File: src/rtl/fifo_rd_stream.sv
// -----------------------------------------------------------------------------
// fifo_rd_stream
//
// Read-side drain engine for fifo_2clk. Runs entirely in the FIFO read clock
// domain. It pops words from the FIFO, absorbs the FIFO's one-cycle read-data
// latency in a 3-entry circular buffer, and presents the words downstream as
// a valid/ready stream.
//
// Handshake: a word moves downstream on a rising rclk edge where
// out_valid && out_ready are both high. out_valid never depends on out_ready.
// While out_valid is high and out_ready is low, out_data holds stable.
//
// Ports:
//   rclk          in   read-domain clock (rising edge)
//   ar_rst        in   asynchronous active-high reset
//   r_fullcount   in   words available in the FIFO
//   rd            out  pop request to the FIFO (combinational, no out_ready path)
//   rddata        in   FIFO read data, valid with rd_data_valid
//   rd_data_valid in   FIFO data-valid, one cycle after rd
//   out_data      out  word at the head of the buffer
//   out_valid     out  out_data holds a word
//   out_ready     in   downstream accepts the word this cycle
//   buf_count     out  words held in the buffer (0..3)
//   err_unexp     out  sticky: data arrived with no pop outstanding, or overflow
// -----------------------------------------------------------------------------
module fifo_rd_stream #(
    parameter int WIDTH = 8,
    parameter int DEPTH = 16
) (
    input  logic                     rclk,
    input  logic                     ar_rst,
    input  logic [$clog2(DEPTH):0]   r_fullcount,
    output logic                     rd,
    input  logic [WIDTH-1:0]         rddata,
    input  logic                     rd_data_valid,
    output logic [WIDTH-1:0]         out_data,
    output logic                     out_valid,
    input  logic                     out_ready,
    output logic [1:0]               buf_count,
    output logic                     err_unexp
);

    localparam logic [1:0] LAST_IDX  = 2'd2;
    localparam logic [1:0] FULL_CNT  = 2'd3;
    localparam logic [2:0] CREDITS   = 3'd3;

    logic [WIDTH-1:0] buf_mem [3];
    logic [1:0]       wr_idx;
    logic [1:0]       rd_idx;
    logic             inflight;

    logic [2:0]       credit_used;
    logic             buf_full;
    logic             capture;
    logic             drain;

    // Index advance wraps after the last of the three entries.
    function automatic logic [1:0] next_idx(input logic [1:0] idx);
        next_idx = (idx == LAST_IDX) ? 2'd0 : idx + 2'd1;
    endfunction

    // Credit check: a slot must exist for every word already in the buffer
    // plus the one still in flight from the FIFO. Summed at 3 bits so that
    // 3 + 1 does not wrap to 0.
    assign credit_used = {1'b0, buf_count} + {2'b00, inflight};

    // rd looks only at registered state and the FIFO level, so there is no
    // combinational path from out_ready back into the FIFO.
    assign rd = !ar_rst && (r_fullcount != '0) && (credit_used < CREDITS);

    assign buf_full  = (buf_count == FULL_CNT);
    assign capture   = rd_data_valid && !buf_full;
    assign out_valid = (buf_count != 2'd0);
    assign drain     = out_valid && out_ready;

    // Head-of-buffer mux; the index never reaches 3.
    always_comb begin
        out_data = '0;
        case (rd_idx)
            2'd0:    out_data = buf_mem[0];
            2'd1:    out_data = buf_mem[1];
            2'd2:    out_data = buf_mem[2];
            default: out_data = '0;
        endcase
    end

    // Buffer storage.
    always_ff @(posedge rclk or posedge ar_rst) begin
        if (ar_rst) begin
            for (int i = 0; i < 3; i++) begin
                buf_mem[i] <= '0;
            end
        end else begin
            for (int i = 0; i < 3; i++) begin
                if (capture && (wr_idx == 2'(i))) begin
                    buf_mem[i] <= rddata;
                end
            end
        end
    end

    // Indices, occupancy and the outstanding-pop flag.
    always_ff @(posedge rclk or posedge ar_rst) begin
        if (ar_rst) begin
            wr_idx    <= 2'd0;
            rd_idx    <= 2'd0;
            buf_count <= 2'd0;
            inflight  <= 1'b0;
        end else begin
            inflight <= rd;
            if (capture) begin
                wr_idx <= next_idx(wr_idx);
            end
            if (drain) begin
                rd_idx <= next_idx(rd_idx);
            end
            // A word captured into an empty buffer is not forwarded in the
            // same cycle: drain only sees words already held, so the count
            // simply nets the two events.
            case ({capture, drain})
                2'b10:   buf_count <= buf_count + 2'd1;
                2'b01:   buf_count <= buf_count - 2'd1;
                default: buf_count <= buf_count;
            endcase
        end
    end

    // Sticky protocol error: data with no pop outstanding, or a word that
    // had to be dropped because the buffer was already full.
    always_ff @(posedge rclk or posedge ar_rst) begin
        if (ar_rst) begin
            err_unexp <= 1'b0;
        end else if (rd_data_valid && (!inflight || buf_full)) begin
            err_unexp <= 1'b1;
        end
    end

endmodule

File: config.mk
export PLATFORM = sky130hd
export DESIGN_NAME = fifo_rd_stream
export DESIGN_NICKNAME = d
export VERILOG_FILES = /design/src/rtl/fifo_rd_stream.sv
export SDC_FILE = /design/constraint.sdc
export NUM_CORES = 1
export LEC_CHECK = 0
export CORE_MARGIN = 2
export CORE_UTILIZATION = 30
export DETAILED_ROUTE_END_ITERATION = 10
export HOLD_SLACK_MARGIN = 0.03
export PLACE_DENSITY_LB_ADDON = 0.2
export SLEW_MARGIN = 30
export SYNTH_ARGS = -nofsm -noshare
export SYNTH_HDL_FRONTEND = slang
export SYNTH_SLANG_ARGS = --single-unit
export TNS_END_PERCENT = 100
File: constraint.sdc
create_clock -name rclk -period 1.9 [get_ports rclk]
set_input_delay 0.38 -clock rclk [delete_from_list [all_inputs] [get_ports rclk]]
set_output_delay 0.38 -clock rclk [all_outputs]
set_load 0.03 [all_outputs]
==> flow_metrics.tcl <==
set metrics [dict create \
    ant_nets 0 \
    finalMaxSlewViolations 0 \
    hold_buffers 0 \
    synth_adder_area_share_pct 2.575 \
    synth_compound_area_share_pct 6.524 \
    synth.avg_cell_area_um2 13.01 \
    cts_htree_levels 2 \
    num_rows 25 \
    fillers 454 \
    cts_root_buf "clkbuf_8" \
    grt.total_usage_pct 13.43 \
    hold_viol_final 0 \
    grt_overflow 0 \
    finalSetupViolCount 1 \
    start_kind "flip-flop" \
    worst_slack_ns -0.09439 \
    yosysWarnings 0 \
    drtPass1Iterations 4 \
    synth_xor_area_share_pct 1.803 \
    wl_mm 3.141 \
    grt_max_degree 33 \
    timing.hold.ws_ns 0.4736 \
    post-place-ws_ns -0.6506 \
    synth_nets 132 \
    reg2reg_slack_ns 0.28 \
    violations "negative setup slack" \
    r2r_cells 6 \
    path_class "flip-flop to output port" \
    status "complete, but fails checks" \
    required_ns 1.52 \
    synth_cell_types 24 \
    place_area_um2 1933 \
    port_buffers 29 \
    grt_pass1_wl_mm 5.354 \
    slew_headroom_pct 72.60 \
    clk_path_buf_depth 2 \
    period_share_pct 105.0 \
    crit_path_end "rd" \
    grt_pass1_vias 1118 \
    cellLeakagePower_nw 0.9224 \
    antenna_found_initial 0 \
    ios 30 \
    muxShareOfSynthArea_pct 24.81 \
    rsz0062_at_grt "yes" \
    r2r-end "buf_mem[21]" \
    finalInstanceArea_um2 2073 \
    drive_above_1_share_pct 43.83 \
    combPwrFrac_pct 50.5 \
    yosysSeqAreaShare_pct 54.94 \
    clk_latency_ns 0.28 \
    crit-reg2reg-launch "buf_count[1]" \
    wl_per_cell_um 14.54 \
    timing.critical_path.from "buf_count[0]" \
    vias 1031 \
    cts_tree "done" \
    fmax_mhz 501.4 \
    synth-simple-area-share_pct 7.725 \
    synth_top_family_by_area "multiplexers" \
    die_area_um2 5432 \
    fin_worst_skew_ns 0.004364 \
    final_common_cell "dfrtp_1" \
    ys_ff_latch 32 \
    worstMarginPinSlew_ns 0.4110 \
    crit_fanout 2 \
    drv_cap 0 \
    n_antenna_cell 0 \
    vias_per_cell 4.773 \
    power_density_nw_per_um2 1894 \
    detailedRoute.firstIterationViolations 30 \
    initial_core_util_pct 31.07 \
    switching_share_pct 37.00 \
    final_cell_mix "30 x dfrtp_1, 25 x mux2_2, 25 x buf_4" \
    cts-buffers-inserted 5 \
    path_clk_slew_ns 0.07 \
    p_int_mw 2.473 \
    p_seq_share_pct 31.5 \
    hp-class "flip-flop to flip-flop" \
    pwr-share-clk_pct 18.0 \
    vdd_ir_drop_max_mv 0.7470 \
    syn_inst 112 \
    cts_sinks 32 \
    drc 0 \
    die_w_um 73.71 \
    arrival_ns 1.61 \
    fin_setup_tns_ns -0.09439 \
    power_mw 3.926 \
    switching_power_mw 1.453 \
    place_congestion 0.6870 \
    final_nets 181 \
    cp-end-kind "output port" \
    syn_area_um2 1458 \
    synthToLayoutAreaGrowth_pct 42.23 \
    dp_hpwl_mm 2.313 \
    core_um2 4692 \
    finalCriticalPeriod_ns 1.994 \
    die_h_um 73.71 \
]
-- worst min path at each step --
stage	startpoint	endpoint	slack (ns)	depth (start not counted)
final	err_unexp	err_unexp	0.47	1
after global routing	err_unexp	err_unexp	0.50	1
after CTS	err_unexp	err_unexp	0.49	1
after detailed placement	err_unexp	err_unexp	0.46	1
after global placement	err_unexp	err_unexp	0.46	1
after floorplan	ar_rst	inflight	0.48	1
-- Yosys cell counts --
library cell,number,area (um2)
nand3b_1,1,7.510
xnor2_1,2,17.52
mux2_2,25,281.5
or4_1,1,7.510
nor2b_1,1,6.260
inv_2,1,3.750
dfrtp_1,32,800.8
clkbuf_1,1,3.750
mux2i_1,8,80.08
nor2_1,2,7.510
o21ai_0,9,45.04
inv_1,2,7.510
buf_1,1,3.750
or2_2,1,6.260
a2111oi_0,1,8.760
nand2_1,12,45.04
nor3_4,1,16.27
nor3_1,1,5.000
a21boi_4,1,18.77
xor2_1,1,8.760
nand3b_2,1,11.26
ha_1,3,37.54
buf_2,1,5.000
a21o_1,3,22.52
-- worst max-delay path, stage by stage, from the launching register on --
cell and delay [ns]:
dfrtp_2 0.43, ha_4 0.17, ha_4 0.21, a2111oi_4 0.31
buf_4 0.22
-- metal layers --
layer	vias up	global-route usage [%]	part of all wire, %
met5	-	0	0
li1	491	-	-
met2	25	22.02	52
met4	0	6.061	1.7
met3	5	3.841	4.7
met1	510	16.28	42
-- state kept, by name, indices dropped and copies added, names as in the netlist --
register / cells
rd_idx: 2
err_unexp: 1
buf_count: 2
inflight: 1
wr_idx: 2
buf_mem: 24
-- area by class of cell --
| cell class | count | area, um2 | share of cell area [%] |
|---|---|---|---|
| Clock buffer | 7 | 96.34 | 4.647 |
| Clock inverter | 1 | 30.03 | 1.448 |
| Inverter | 3 | 11.26 | 0.5431 |
| Multi-Input combinational cell | 74 | 681.9 | 32.89 |
| Sequential cell | 32 | 803.3 | 38.74 |
| Tap cell | 54 | 67.56 | 3.259 |
| Timing Repair Buffer | 45 | 382.9 | 18.47 |
-- cell families after synthesis --
family | after synthesis
muxes | 33
DFF | 32
and+or+nand+nor | 21
AOI/OAI and AO/OA | 14
buffers and inverters | 6
xor gates and xnor gates | 3
adders and majority gates | 3
-- power by group through the flow --
stage / registers (mW) / clock network [mW] / logic, mW
after floorplan: 1.27 / 0 / 1.27
after global placement: 1.23 / 0 / 1.96
after detailed placement: 1.26 / 0 / 2.01
after CTS: 1.25 / 0.738 / 1.98
after global routing: 1.29 / 0.753 / 2.14
final: 1.24 / 0.709 / 1.98
-- through the flow --
stage	utilization [%]	std cells
2_1_floorplan	-	112
3_3_place_gp	41.20	206
3_5_place_dp	41.20	206
4_1_cts	43.81	214
5_1_grt	44.19	216
6_report	44.19	216
-- timing repair --
action	CTS	global route
setup buffers	0	2
gates cloned	0	0
pin swaps	3	0
gates resized for setup	16	1
endpoints found under the setup margin	5	2
Note: power is estimated with default switching activity, not from simulation.
